**src/rtl/alu_req_arbiter.sv**
```systemverilog
// Two-requester round-robin front end for the shared 8-bit logic/arithmetic datapath.
// One operation in flight: IDLE accepts, ISSUE launches, WAIT covers DP_LAT, RESP returns.
module alu_req_arbiter #(
  parameter int unsigned DP_LAT = 1
) (
  input  logic       clk,
  input  logic       reset,
  input  logic       req0_valid,
  output logic       req0_ready,
  input  logic [1:0] req0_op,
  input  logic [7:0] req0_a,
  input  logic [7:0] req0_b,
  input  logic       req1_valid,
  output logic       req1_ready,
  input  logic [1:0] req1_op,
  input  logic [7:0] req1_a,
  input  logic [7:0] req1_b,
  output logic [7:0] dp_a,
  output logic [7:0] dp_b,
  output logic [1:0] dp_op,
  output logic       dp_start,
  input  logic [7:0] dp_y,
  output logic       rsp_valid,
  input  logic       rsp_ready,
  output logic       rsp_id,
  output logic [7:0] rsp_y,
  output logic       busy,
  output logic [1:0] o_dbg_state
);
  // Every channel transfers on a cycle where valid and ready are both high; ready is a
  // function of state and grant only, and the sender holds payload until it sees ready.
  typedef enum logic [1:0] {
    S_IDLE  = 2'd0,
    S_ISSUE = 2'd1,
    S_WAIT  = 2'd2,
    S_RESP  = 2'd3
  } state_t;

  localparam logic [2:0] LAT_LOAD = 3'(DP_LAT - 1);

  state_t     r_state;
  state_t     w_next;
  logic       r_last;
  logic       r_id;
  logic [1:0] r_op;
  logic [7:0] r_a;
  logic [7:0] r_b;
  logic [7:0] r_y;
  logic       r_rsp_id;
  logic [2:0] r_cnt;
  logic       w_gnt0;
  logic       w_gnt1;
  logic       w_accept;
  logic       w_cnt_done;

  // On a tie the grant goes to whoever was not served last.
  assign w_gnt0     = req0_valid && (!req1_valid || r_last);
  assign w_gnt1     = req1_valid && (!req0_valid || !r_last);
  assign req0_ready = (r_state == S_IDLE) && w_gnt0 && !reset;
  assign req1_ready = (r_state == S_IDLE) && w_gnt1 && !reset;
  assign w_accept   = req0_ready || req1_ready;
  assign w_cnt_done = (r_cnt == 3'd0);

  assign dp_a        = r_a;
  assign dp_b        = r_b;
  assign dp_op       = r_op;
  assign rsp_y       = r_y;
  assign rsp_id      = r_rsp_id;
  assign o_dbg_state = r_state;

  always_comb begin
    w_next    = r_state;
    dp_start  = 1'b0;
    rsp_valid = 1'b0;
    busy      = 1'b1;
    case (r_state)
      S_IDLE: begin
        busy = 1'b0;
        if (w_accept) w_next = S_ISSUE;
      end
      S_ISSUE: begin
        dp_start = 1'b1;
        w_next   = S_WAIT;
      end
      S_WAIT: begin
        if (w_cnt_done) w_next = S_RESP;
      end
      S_RESP: begin
        rsp_valid = 1'b1;
        if (rsp_ready) w_next = S_IDLE;
      end
      default: w_next = S_IDLE;
    endcase
  end

  always_ff @(posedge clk) begin
    if (reset) begin
      r_state  <= S_IDLE;
      r_last   <= 1'b1;
      r_id     <= 1'b0;
      r_op     <= 2'b00;
      r_a      <= 8'h00;
      r_b      <= 8'h00;
      r_y      <= 8'h00;
      r_rsp_id <= 1'b0;
      r_cnt    <= 3'd0;
    end else begin
      r_state <= w_next;
      if (w_accept) begin
        r_id   <= req1_ready;
        r_last <= req1_ready;
        r_op   <= req1_ready ? req1_op : req0_op;
        r_a    <= req1_ready ? req1_a  : req0_a;
        r_b    <= req1_ready ? req1_b  : req0_b;
      end
      // Counter runs DP_LAT-1 down to 0, so WAIT lasts exactly DP_LAT cycles.
      if (r_state == S_ISSUE) begin
        r_cnt <= LAT_LOAD;
      end else if (r_state == S_WAIT && !w_cnt_done) begin
        r_cnt <= r_cnt - 3'd1;
      end
      if (r_state == S_WAIT && w_cnt_done) begin
        r_y      <= dp_y;
        r_rsp_id <= r_id;
      end
    end
  end
endmodule

```
**config.mk**
```make
export PLATFORM = sky130hd
export DESIGN_NAME = alu_req_arbiter
export DESIGN_NICKNAME = d
export VERILOG_FILES = /design/src/rtl/alu_req_arbiter.sv
export SDC_FILE = /design/constraint.sdc
export NUM_CORES = 1
export LEC_CHECK = 0
export CORE_UTILIZATION = 37
export DETAILED_ROUTE_END_ITERATION = 12
export PLACE_DENSITY_LB_ADDON = 0.08
export SLEW_MARGIN = 10
export SYNTH_ARGS = -nofsm -noshare
export SYNTH_HDL_FRONTEND = slang
export SYNTH_SLANG_ARGS = --single-unit
```
**constraint.sdc**
```tcl
create_clock -name clk -period 1.6 [get_ports clk]
set_input_delay 0.32 -clock clk [delete_from_list [all_inputs] [get_ports clk]]
set_output_delay 0.32 -clock clk [all_outputs]
set_load 0.01 [all_outputs]
```
# [After elaboration in Yosys (flattened, before gate mapping)]
# Cells that the tools add are included.
[totals] word_cells=46 latch_bits=0 out_inout_bits=34 rom_bits=0 mem_bits_rw=0 mem_count=0 register_bits=34 inputBits=49
[op_classes] shift=0 n_eq_ne=6 n_bitwise=0 n_div=0 multipliers=0 addsub=1 order_cmp=0 mux=10 reduce_logical=20
[op_table] operator="2-to-1 mux 8 bit" count=2
[op_table] operator="logical AND 1 bit" count=8
[op_table] operator="2-to-1 mux 2 bit" count=4
[op_table] operator="case mux 2 bit (4 select lines)" count=1
[op_table] operator="!= test 2 bit, second input constant" count=3
[op_table] operator="zero test 1 bit" count=5
[op_table] operator="equality test 2 bit, second input constant" count=2
[op_table] operator="zero test 3 bit" count=1
[op_table] operator="logical OR 1 bit" count=3
[op_table] operator="2-to-1 mux 1 bit" count=3
[op_table] operator="AND reduction 3 bit" count=1
[op_table] operator="subtractor 3 x 1 -> 3 bit, second input constant" count=1
[op_table] operator="equality test 2 x 1 -> 1 bit, second input constant" count=1
[op_table] operator="zero test 2 bit" count=1
[op_table] operator="OR reduction 2 bit" count=1

# [Depth between registers and ports, before layout]
[depth] depth_word=8 mapped_depth=8 ltp_nobuf=5

# [Worst setup path after synthesis]
# OpenSTA, ideal clock, no wires.
[synth_path] path_kind="register to output" from="register r_state[0], in the netlist o_dbg_state[0]" to="output port req0_ready" arrival_time_ps=1472 slack_ps=-192 path_buffers=3 stages_incl_launch_ff=8 required_ps=1280 cell_sequence="dfxtp_1 -> inv_1 -> ha_1 -> buf_2 -> nor2b_1 -> buf_4 -> buf_4 -> and3_1"
[synth_via] elab_chain_len=3
[synth_lines] element="start: declaration" line="41" source="state_t r_state;"
[synth_lines] element="start signal: assignment" line="108" source="r_state <= w_next;"
[synth_lines] element="zero test 2 bit" line="59" source="assign req0_ready = (r_state == S_IDLE) && w_gnt0 && !reset;"
[synth_lines] element="logical AND 1 bit (2 in a row)" line="59"
[synth_lines] element="end: declaration" line="9" source="output logic req0_ready,"
# No other way between the ends.

# [Final worst setup path]
[layout_path] from="register r_state[0], in the netlist o_dbg_state[0]" to="output port req1_ready"
[layout_via] elab_chain_len=3
[layout_lines] element="zero test 2 bit" line="60" source="assign req1_ready = (r_state == S_IDLE) && w_gnt1 && !reset;"
[layout_lines] element="logical AND 1 bit (2 in a row)" line="60"
[layout_lines] element="end: declaration" line="14" source="output logic req1_ready,"
# No other way between the ends.

==> metrics.cfg <==
[pwr]
vdd_ir_drop_max_uv = 986
p_int_mw = 2.59
power.share.sequential = 0.293
p_total_mw = 4.01
powerDensity_nw_per_um2 = 1390
p_clk_frac = 0.147
switching_share = 0.355
comb_power_share = 0.560
netSwitchingPower_mw = 1.42
p_leak_nw = 1.14

[placement]
io_buffers = 82
dp.cells = 343
dp_hpwl_mm = 3.42
gp_congestion = 0.729
pre_cts_ws_ns = -0.496
placed_area_sq_um = 2780

[logic_synthesis]
synthXorXnorAreaFrac = 0
synth_area_per_cell_sq_um = 9.47
synthAdderAreaFrac = 0.0415
netlist_top_cells_count = nor3_1 (37), dfxtp_1 (34), a21oi_1 (21), a2111oi_2 (18)
synth_top_family_by_area = compound AO/OA/AOI/OAI gates
synth.most_common_cell = nor3_1
synth_seq_area_share = 0.376
synth_compound_area_frac = 0.236
syn_inst = 191
synthTopCellsByArea = dfxtp_1 (38%), a2111oi_2 (15%), nor3_1 (10%)
synth.mux.area_fraction = 0.0609
synth_ff_type = dfxtp_1
synth_edf_count = 0
syn_area_sq_um = 1810
yosysWarnings = 0
ys_ff_latch = 34
synth_nets = 246
synthArstFlopShare = 0
synth_top_area_cell = dfxtp_1
yosysUniqueCellTypes = 33
synth_top_area_frac = 0.376
synth_simple_gate_area_frac = 0.203

[setup_path]
path_max_fanout = 4
worstSetupEndpoint = req1_ready
cp_data_arrival_time_ns = 1.30
required_ns = 1.28
startpoint = o_dbg_state[0]$_SDFFE_PP0P_
worstReg2RegEnd = dp_b[3]$_SDFFE_PP0P_
end_kind = primary output
worst_r2r_path_depth = 6
r2r_start = o_dbg_state[0]$_SDFFE_PP0P_
startpoint_type = register
reg2reg_setup_slack_ns = 0.04
crit_type = register to primary output

[run_status]
violations = setup timing
status = complete, but fails checks

[grt]
gr-usage-all-layers = 0.206
grt_overflow = 0
antenna_found_initial = 0
grt_pass1_wl_mm = 8.31
grt_max_degree = 23
grt_pass1_vias = 1823

[floorplanning]
core_area_sq_um = 4720
die_area_sq_um = 5170
die_y_um = 71.9
die_x_um = 71.9
core.rowCount = 25
start_util = 0.383
io_pins = 83

[route]
via_per_inst = 5.06
drt-total-wl_mm = 4.94
vias = 1782
remaining_drc_errors = 0
detail_route.first_pass.iterations = 5
wire_per_inst_um = 14.0
ant_nets = 0
drt_iter0_drc = 111

[min_path]
hp-class = register to register

[timing]
whs_ns = 0.478
final-hold-violation-count = 0
min_period_ns = 1.62
layout_setup_ws_ns = -0.0200
tightest_slew_ns = 0.380
setup_viol = 1
slew_headroom = 0.746
finalClockSkew_ns = 0.00828
post-route-period-util = 1.01
rsz0062_at_grt = yes
slew_violations = 0
fin_tns_setup_ns = -0.0200
fmax_mhz = 617

[layout]
fill_cells = 432
nNetsFinal = 340
diodes = 0
fin_area_sq_um = 2880
drive_above_1_share = 0.246
fin_cells = 352
fin_util = 0.610
syn_to_final_growth_pct = 59.4

[cts]
cts_hold_buf = 0
clkLatencyLatePin_ns = 0.28
cts_made_buffers = 5
cts_tree = yes
clk_pin_slew_ns = 0.06
cts_root_buf = clkbuf_8
htree_levels = 2
cts.sinks = 34
cts_buffer_depth = 2

[job]
maxCapViolations = 0

-- metal layers --
layer  share of wire  up-vias  track usage
met2            0.43       73        0.333
met4           0.011        0       0.0610
met1            0.50      820        0.275
met3           0.060        6       0.0458
met5               0        -            0
li1                -      883            -
-- power groups by stage --
stage	Clock, mW	Combinational, mW	Sequential, mW
3_5_place_dp	0	2.16	1.18
4_1_cts	0.623	2.25	1.17
6_report	0.591	2.24	1.17
5_1_grt	0.654	2.44	1.20
3_3_place_gp	0	2.15	1.18
2_1_floorplan	0	1.12	1.28
-- timing repair --
item / CTS / global route
setup endpoints to repair: 23 / 23
pin swaps: 1 / 2
buffers inserted: 2 / 0
resized for setup: 28 / 5
-- how the worst min path moves through the flow --
| stage | startpoint | end | slack, ns | depth (start not counted) |
|---|---|---|---|---|
| global placement | r_id$_SDFFE_PP0P_ | r_id$_SDFFE_PP0P_ | 0.47 | 2 |
| global route | r_id$_SDFFE_PP0P_ | r_id$_SDFFE_PP0P_ | 0.50 | 2 |
| floorplan | r_id$_SDFFE_PP0P_ | r_id$_SDFFE_PP0P_ | 0.45 | 2 |
| finish | r_id$_SDFFE_PP0P_ | r_id$_SDFFE_PP0P_ | 0.48 | 2 |
| CTS | r_id$_SDFFE_PP0P_ | r_id$_SDFFE_PP0P_ | 0.48 | 2 |
| detailed placement | r_id$_SDFFE_PP0P_ | r_id$_SDFFE_PP0P_ | 0.47 | 2 |
-- cells in the final DEF, fill, tap and decap left out, drive strengths merged, types with 2 or more instances in the layout --
cell	Yosys	layout
or2	3	3
a21oi	21	21
buf	15	28
nand2b	7	7
mux2i	11	11
clkinv	0	2
nand3b	2	2
clkbuf	4	7
dlygate4sd2	0	3
dfxtp	34	34
nor3	37	37
and3	2	2
nor2	12	12
ha	6	6
clkdlybuf4s50	0	72
inv	7	7
a2111oi	18	18
-- state kept, by name, indices dropped and copies added, names as in the netlist --
register	cells
r_last	1
r_cnt	3
dp_a	8
r_id	1
rsp_id	1
o_dbg_state	2
dp_op	2
rsp_y	8
dp_b	8
-- critical path, cell delays in order (launching register included) --
cell and delay, ns:
dfxtp_4 0.35, inv_4 0.06, ha_4 0.16, nand3b_4 0.08, or2_4 0.24, inv_2 0.05, buf_6 0.09
-- kinds of logic after synthesis --
group | after synthesis
AO/OA/AOI/OAI | 46
adder cells (fa/ha/maj) | 6
flip-flops | 34
multiplexers | 11
buffers and inverters | 26
AND/OR/NAND/NOR | 68
-- final cells by class --
cell class,instances,area [sq um],share of cell area
clock buffers,5,68.8,0.0239
clock inverters,2,10.0,0.00347
inverters,7,28.8,0.00998
multi-input cells,131,1000,0.349
flip-flops and latches,34,686,0.238
well taps,67,83.8,0.0291
repair buffers,106,1000,0.347
(Power assumes the default switching activity.)
